<file path="src/rtl/ifid_reg.sv">
// IF/ID pipeline register: captures the fetched instruction, PC, PC+8 and delay-slot flag,
// and converts illegal fetch addresses into a nop tagged with an AdEL exception code.
module ifid_reg #(
  parameter logic [31:0] INIT     = 32'h0000_3000,
  parameter logic [31:0] IMEM_LO  = 32'h0000_3000,
  parameter logic [31:0] IMEM_HI  = 32'h0000_6FFC,
  parameter logic [4:0]  EXC_ADEL = 5'd4
) (
  input  logic        clk,
  input  logic        reset,
  input  logic        stall,
  input  logic        flush,
  input  logic [31:0] instr_F,
  input  logic [31:0] PC_F,
  input  logic        bd_F,
  output logic [31:0] instr_D,
  output logic [31:0] PC_D,
  output logic [31:0] PC8_D,
  output logic        bd_D,
  output logic [4:0]  exc_D,
  output logic        valid_D
);

  localparam logic [31:0] INIT8 = INIT + 32'd8;

  // Power-up values equal the reset/flush values so simulation starts defined.
  logic [31:0] instr_q = '0;
  logic [31:0] pc_q    = INIT;
  logic [31:0] pc8_q   = INIT8;
  logic        bd_q    = 1'b0;
  logic [4:0]  exc_q   = '0;
  logic        valid_q = 1'b0;

  logic fault;

  // Control priority is reset > flush > stall > load; stall=1 holds every D-side
  // register, flush=1 loads a bubble (valid=0) even while stalled.
  always_comb begin
    fault = (PC_F[1:0] != 2'b00) || (PC_F < IMEM_LO) || (PC_F > IMEM_HI);
  end

  always_ff @(posedge clk) begin
    if (reset || flush) begin
      instr_q <= '0;
      pc_q    <= INIT;
      pc8_q   <= INIT8;
      bd_q    <= 1'b0;
      exc_q   <= '0;
      valid_q <= 1'b0;
    end else if (!stall) begin
      // A faulting slot keeps its real PC and bd flag so EPC/BD logic sees them.
      instr_q <= fault ? 32'h0 : instr_F;
      exc_q   <= fault ? EXC_ADEL : 5'd0;
      pc_q    <= PC_F;
      pc8_q   <= PC_F + 32'd8;
      bd_q    <= bd_F;
      valid_q <= 1'b1;
    end
  end

  assign instr_D = instr_q;
  assign PC_D    = pc_q;
  assign PC8_D   = pc8_q;
  assign bd_D    = bd_q;
  assign exc_D   = exc_q;
  assign valid_D = valid_q;

endmodule

</file>
<file path="config.mk">
export PLATFORM = sky130hd
export DESIGN_NAME = ifid_reg
export DESIGN_NICKNAME = d
export VERILOG_FILES = /design/src/rtl/ifid_reg.sv
export SDC_FILE = /design/constraint.sdc
export NUM_CORES = 1
export LEC_CHECK = 0
export CORE_UTILIZATION = 42
export CTS_CLUSTER_DIAMETER = 120
export CTS_CLUSTER_SIZE = 14
export DETAILED_ROUTE_END_ITERATION = 8
export MAX_ROUTING_LAYER = met4
export PLACE_DENSITY = 0.82
export SYNTH_ARGS = -nofsm -noshare
export SYNTH_HDL_FRONTEND = slang
export SYNTH_SLANG_ARGS = --single-unit
</file>
<file path="constraint.sdc">
create_clock -name clk -period 2.37 [get_ports clk]
set_input_delay 0.474 -clock clk [delete_from_list [all_inputs] [get_ports clk]]
set_output_delay 0.474 -clock clk [all_outputs]
set_load 0.01 [all_outputs]
</file>
=== Yosys cells after proc, flatten, opt, wreduce, memory -nomap -nowiden ===
Cells that the tools add are included.

* Register bits: 103
* Output and inout bits: 103
* Word-level logic and storage cells: 15

* $add $sub $neg: 1
* Magnitude comparators: 2
* Muxes and demuxes: 2
* Reductions and logical operators: 4

{| class="wikitable"
|+ Operators by type and width
! cell !! count
|-
| adder 32 x 4 -> 32 bit (second input constant) || 1
|-
| > comparator 32 x 15 -> 1 bit (second input constant) || 1
|-
| < comparator 32 x 14 -> 1 bit (second input constant) || 1
|-
| two-way mux 32 bit || 1
|-
| logical OR 1 bit || 3
|-
| two-way mux 3 bit || 1
|-
| nonzero test 2 bit || 1
|}

=== Longest topological paths before layout ===
Gate-level depths: netlist of run 1.

* Depth after elaboration: 4
* Depth in mapped cells: 7
* Depth with buffers taken out: 6

=== Worst setup path after synthesis of run 1 ===
Ideal clock, no wire load.

* Path type: input to register
* Start: input PC_F[14]
* End: register pc8_q[28], in the netlist PC8_D[28]
* Library setup time: 0.133 ns
* Arrival: 1.661 ns
* Data required time: 2.237 ns
* Slack: 0.576 ns
* Stages: 6
* Path buffers: 1
* Cells stage by stage: buf_2 -> nand4_2 -> or3_4 -> nor4_2 -> xnor2_1 -> a21oi_1

* Longest elaborated chain between the ends: 1

{| class="wikitable"
|+ RTL lines
! what !! line !! source
|-
| start, declared || 14 || <nowiki>input logic [31:0] PC_F,</nowiki>
|-
| adder 32 x 4 -> 32 bit || 55 || <nowiki>pc8_q <= PC_F + 32'd8;</nowiki>
|-
| end signal, assigned || 55 ||
|-
| end, declared || 29 || <nowiki>logic [31:0] pc8_q = INIT8;</nowiki>
|}

Every way passes these cells.
A chain may end at the register's enable or synchronous reset.

=== Final worst setup path of run 1 ===
* Start: input PC_F[3]
* End: register pc8_q[27], in the netlist PC8_D[27]

The elaborated chain is that of the path after synthesis.

==> impl_metrics.yaml, run 1 <==
setup_path:
  reg2reg_from: "PC8_D[14]$_SDFFE_PP0N_"
  cp-start-kind: "primary input"
  end_kind: "flop"
  path_class: "in2reg"
  path_cells: "clkdlybuf4s50_1 -> ha_1 -> and3_1 -> and4_1 -> nand3_1 -> xnor2_1 -> o21ba_2"
  cpPeakStageDelay_ns: 0.55
  critPathMaxFanout: 5
  worstPathRequired_ns: 2.63
  cp-startpoint: "PC_F[3]"
  slowest_stage: "clkdlybuf4s50_1"
  arrival_ns: 2.21
route:
  routed_wl_mm: 11.4
  drt-initial-drc-count: 97
  ant_nets: 0
  drc: 0
  dr.pass1.iters: 4
  routedWlPerCell_um: 15.2
  viasPerCell: 5.12
  vias: 3863
power:
  switching_share_pct: 26.2
  p_comb_share_pct: 15.7
  seqPwrFrac_pct: 53.4
  p_sw_mw: 0.819
  power.total_mw: 3.13
  p_leak_nw: 2.24
  p_per_area_mw_per_mm2: 512
  p_clk_share_pct: 30.9
  internal-power_mw: 2.31
  peakVddDrop_mv: 0.257
timing:
  final.setup_skew_ns: 0
  final_max_slew_viol_count: 0
  rsz0062_at_grt: "false"
  period_share_pct: 82.5
  layout_min_cycle_time_ns: 1.95
  fin_tns_setup_ns: 0
  max_freq_ghz: 0.512
  finalSetupViolations: 0
  hold_violations: 0
synth:
  syn_avg_cell_area_sq_um: 8.68
  yosys-top-cells-area: "dfxtp_1, mux2i_1, a21oi_1, nand3_1, nand2_1"
  syn_inst: 458
  synth_area_leader_cell: "dfxtp_1"
  synthArstFlopShare_pct: 0
  synthTopCellsByCount: "dfxtp_1, a21oi_1, nand2_1, nand3_1, nor2_1"
  ys.flop_type: "dfxtp_1"
  yosysMostFrequentCell: "dfxtp_1"
  yosys_warnings: 0
  syn-cell-area_sq_mm: 0.00398
  synthDistinctLibCells: 34
  yosys_register_bits: 96
  synth_top_area_share_pct: 48.3
  synth_edf_count: 0
  ys_seq_area_share_pct: 48.3
clock_network:
  cts_tree: "built"
  holdBufCountCts: 0
  ctsResizeCount: 0
  clock_latency_ns: 0.35
  htreeDepth: 3
  post-cts-setup-buffers: 0
  cts_sinks: 96
  clk_pin_slew_ns: 0.09
  numCtsBuffers: 9
  cts_max_path_buffers: 2
  clockRootBuffer: "clkbuf_8"
finish:
  antenna_cells: 0
  fin_nets: 708
  fillers: 730
  synthToLayoutAreaGrowth_pct: 53.7
  post-route-util_pct: 66.5
  drive_above_1_share_pct: 10.1
floorplanning:
  start_util_pct: 43.2
  num_rows: 35
  die_y_um: 99.3
  die_area_sq_mm: 0.00986
  boundaryPins: 172
  core_sq_mm: 0.00920
  die_width_um: 99.3
run_status:
  status: "finished, final reports clean"
run:
  maxCapViolations: 0
place:
  place_congestion: 0.902
  place_hpwl_mm: 8.46
  portBuffers: 167
hold_path:
  hp-class: "reg2reg"
  min-delay-start: "instr_D[5]$_SDFFE_PP0N_"
global_routing:
  grt_usage_pct: 24.1
  overflow: 0
  grt_pass1_wl_mm: 18.6
  grt_start_max_net_pins: 76
  grt_pass1_vias: 3835
  antenna_found_initial: 0
[sequential cells by signal, summed over array words and instances (netlist names)]
register,count
instr_D,32
valid_D,1
PC8_D,29
bd_D,1
PC_D,32
exc_D,1
[kinds of logic after synthesis]
group                      count (synthesis)  synth area share (%)
AOI/OAI and AO/OA                         80                  10.5
xor gates and xnor gates                  27                  5.95
adders and majority gates                  1                 0.315
buffers and inverters                     44                  4.97
DFF                                       96                  48.3
muxes                                     36                  9.06
other                                      1                0.0943
and+or+nand+nor                          173                  20.8
[per-stage QoR]
step           hold WS, ns  worst slack [ns]  instance area [sq um]  instances
2_1_floorplan        0.486             0.576                   3990        461
5_1_grt              0.490             0.317                   6110        754
3_3_place_gp         0.447             0.116                   5940        738
6_report             0.465             0.416                   6110        754
3_5_place_dp         0.444            0.0511                   5940        738
4_1_cts              0.466             0.430                   6110        754
[layout make-up]
type	instances	area (sq um)	share of cell area, %
Clock inverter	5	41.3	0.675
Multi-Input combinational cell	321	1870	30.7
Tap cell	111	139	2.27
Timing Repair Buffer	207	1990	32.6
Inverter	3	11.3	0.184
Sequential cell	96	1920	31.4
Clock buffer	11	131	2.15
[worst paths after layout]
check                                  to  slack (ns)  cells past startpoint
hold reg to reg   instr_D[5]$_SDFFE_PP0N_        0.47                      2
setup / recovery   PC8_D[27]$_SDFFE_PP0N_        0.42                      7
hold / removal    instr_D[5]$_SDFFE_PP0N_        0.47                      2
setup reg to reg   PC8_D[14]$_SDFFE_PP0N_        1.65                      2
[power groups by stage]
| stage | Clock (mW) | Combinational [mW] | Sequential, mW |
|---|---|---|---|
| 3_5_place_dp | 0 | 0.490 | 1.71 |
| 6_report | 0.967 | 0.491 | 1.67 |
| 3_3_place_gp | 0 | 0.485 | 1.71 |
| 5_1_grt | 1.07 | 0.529 | 1.68 |
| 4_1_cts | 0.994 | 0.493 | 1.67 |
| 2_1_floorplan | 0 | 0.177 | 1.73 |
[worst max-delay path, delay by kind of cell]
family	cells	cell delay, ns
AOI/OAI and AO/OA	1	0.18
xor gates and xnor gates	1	0.13
adders and majority gates	1	0.23
buffers and inverters	1	0.55
and+or+nand+nor	3	0.64
[placed cells by master (no fill, tap or decap), types with 6 or more instances in the layout]
| cell | n |
|---|---|
| clkdlybuf4s50_1 | 166 |
| buf_4 | 39 |
| dfxtp_1 | 96 |
| xor2_1 | 10 |
| nand4_1 | 8 |
| mux2i_1 | 36 |
| nand2_1 | 54 |
| o21ai_0 | 20 |
| a21oi_1 | 55 |
| nor3_1 | 6 |
| clkbuf_8 | 9 |
| xnor2_1 | 17 |
| nor2_1 | 42 |
| nand3_1 | 45 |
[layer usage]
metal,GRT usage (%),vias up,wire (um)
met1,28.9,1769,4910
met5,-,-,0
met3,4.22,15,806
met4,8.26,0,180
met2,41.0,164,5530
li1,-,1915,-
Note: power is estimated with default switching activity, not from simulation.
==> inputs of run 2 (changes only) <==
==> constraint.sdc (replaced) <==
create_clock -name clk -period 1.8 [get_ports clk]
set_input_delay 0.36 -clock clk [delete_from_list [all_inputs] [get_ports clk]]
set_output_delay 0.36 -clock clk [all_outputs]
set_load 0.01 [all_outputs]
==> impl_metrics.yaml, run 2 (synthesis gave the netlist of run 1 again) <==
setup_path:
  r2r-end: "PC8_D[27]$_SDFFE_PP0N_"
  crit_end: "instr_D[13]$_SDFFE_PP0N_"
  cpPeakStageDelay_ns: 0.45
  crit_buf_inv: 3
  r2r_slack_ns: 1.07
  cp.depth: 8
  reg2reg_from: "PC8_D[27]$_SDFFE_PP0N_"
  cp-start-kind: "primary input"
  critical_path.top_delay_family: "simple AND/OR/NAND/NOR gates"
  reg2reg_depth: 2
  slowest_stage: "clkdlybuf4s50_1"
  arrival_ns: 2.05
  critPathMaxFanout: 9
  cp-startpoint: "PC_F[24]"
  worstPathRequired_ns: 2.08
  path_class: "in2reg"
  path_cells: "clkdlybuf4s50_1 -> nor4_2 -> nand3_1 -> nor3_4 -> buf_12 -> buf_12 -> nand3_1 -> a21oi_1"
  end_kind: "flop"
clock_network:
  cts_tree: "built"
  htreeDepth: 3
  cts_sinks: 96
  numCtsBuffers: 9
  clk_pin_slew_ns: 0.09
  holdBufCountCts: 0
  clock_latency_ns: 0.36
  cts_max_path_buffers: 2
  clockRootBuffer: "clkbuf_8"
floorplanning:
  core_sq_mm: 0.00920
  boundaryPins: 172
  die_y_um: 99.3
  die_area_sq_mm: 0.00986
  die_width_um: 99.3
  num_rows: 35
  start_util_pct: 43.2
global_routing:
  overflow: 0
  antenna_found_initial: 0
  grt_usage_pct: 26.2
  grt_start_max_net_pins: 54
  grt_pass1_vias: 4066
  grt_pass1_wl_mm: 19.8
timing:
  final.setup_skew_ns: 0
  max_freq_ghz: 0.566
  hold_violations: 0
  finalSetupViolations: 0
  layout_min_cycle_time_ns: 1.77
  final_max_slew_viol_count: 0
  period_share_pct: 98.1
finish:
  layout_common_cells: "clkdlybuf4s50_1, dfxtp_1, nand2_1, a21oi_1, buf_4"
  final_cell_count_no_fill: 771
  fin_nets: 725
  drive_above_1_share_pct: 14.1
  synthToLayoutAreaGrowth_pct: 61.8
  fillers: 686
  antenna_cells: 0
  final_common_cell: "clkdlybuf4s50_1"
  fin_area_sq_mm: 0.00643
hold_path:
  hp-class: "in2reg"
route:
  routedWlPerCell_um: 16.3
  viasPerCell: 5.29
  routed_wl_mm: 12.6
  vias: 4075
  ant_nets: 0
  dr.pass1.iters: 5
  drc: 0
  drt-initial-drc-count: 179
place:
  placed_cells: 751
  portBuffers: 167
  place_congestion: 0.835
  place_hpwl_mm: 8.93
  placed_area_sq_mm: 0.00609
run_status:
  status: "finished, final reports clean"
run:
  maxCapViolations: 0
power:
  p_leak_nw: 2.45
  peakVddDrop_mv: 0.408
  power.total_mw: 4.19
  p_per_area_mw_per_mm2: 651
run 2: cell types whose count changed in the layout (fill, tap and decap cells not counted), sizes merged, moves of 2 or more:
cell           change
clkdlybuf4s50     -10
clkinv             +2
clkbuf             +2
buf               +15
dlymetal6s2s       +8
dlygate4sd2        +2
run 2: report_power, final:
part	switching (mW)	internal (mW)	total [mW]
sequential	0.0296	2.18	2.20
combinational	0.313	0.381	0.694
clock	0.772	0.516	1.29
total	1.11	3.07	4.19
run 2: worst min-delay path by stage:
stage / start / end / slack (ns) / depth (start not counted)
2_1_floorplan: PC_F[3] / PC8_D[3]$_SDFFE_PP1N_ / 0.48 / 1
3_3_place_gp: valid_D$_SDFFE_PP0N_ / valid_D$_SDFFE_PP0N_ / 0.44 / 1
3_5_place_dp: valid_D$_SDFFE_PP0N_ / valid_D$_SDFFE_PP0N_ / 0.45 / 1
4_1_cts: instr_D[0]$_SDFFE_PP0N_ / instr_D[0]$_SDFFE_PP0N_ / 0.47 / 2
5_1_grt: PC_F[4] / PC_D[4]$_SDFFE_PP0N_ / 0.40 / 3
6_report: PC_F[1] / PC_D[1]$_SDFFE_PP0N_ / 0.38 / 3
run 2: area by class of cell:
type,count,area (sq um),share of cell area (%)
Sequential cell,96,1920,29.9
Multi-Input combinational cell,321,1950,30.2
Timing Repair Buffer,224,2240,34.8
Clock buffer,11,131,2.04
Tap cell,111,139,2.16
Clock inverter,5,42.5,0.661
Inverter,3,11.3,0.175
run 2: what timing repair did:
action                     in CTS  in global routing
pin swaps                       1                  9
buffers inserted                0                  1
gates resized for setup         7                 18
setup endpoints to repair      34                 39
gates cloned                    0                  3
hold endpoints to repair        0                  0
run 2: worst reg2reg max path: stages (launching register included):
cell and delay, ns:
dfxtp_1 0.32, o21ai_0 0.14, o21ba_2 0.17
run 2: metrics by stage:
stage               utilization (%)  hold WS (ns)  setup WS, ns  setup TNS (ns)
floorplan                         -         0.476         0.120               0
global placement               66.2         0.444        -0.447          -19.28
detailed placement             66.2         0.448        -0.496          -21.06
CTS                            68.4         0.468        0.0211               0
global route                   69.9         0.403       -0.0918          -0.363
finish                         69.9         0.376        0.0334               0
run 2: per-layer routing:
| layer | up-vias | part of all wire (%) | GRT usage [%] |
|---|---|---|---|
| met5 | - | 0 | - |
| met4 | 0 | 2.7 | 11.1 |
| met3 | 30 | 7.2 | 5.48 |
| met2 | 181 | 50 | 44.2 |
| met1 | 1906 | 40 | 30.2 |
| li1 | 1958 | - | - |
==> inputs of run 3 (changes only) <==
--- a/config.mk
+++ b/config.mk
@@ -11,6 +11,7 @@
 export DETAILED_ROUTE_END_ITERATION = 8
 export MAX_ROUTING_LAYER = met4
 export PLACE_DENSITY = 0.82
+export SLEW_MARGIN = 20
 export SYNTH_ARGS = -nofsm -noshare
 export SYNTH_HDL_FRONTEND = slang
 export SYNTH_SLANG_ARGS = --single-unit
==> results of run 3 <==
Same layout as run 2: the final DEF is identical, and so are final timing and power.
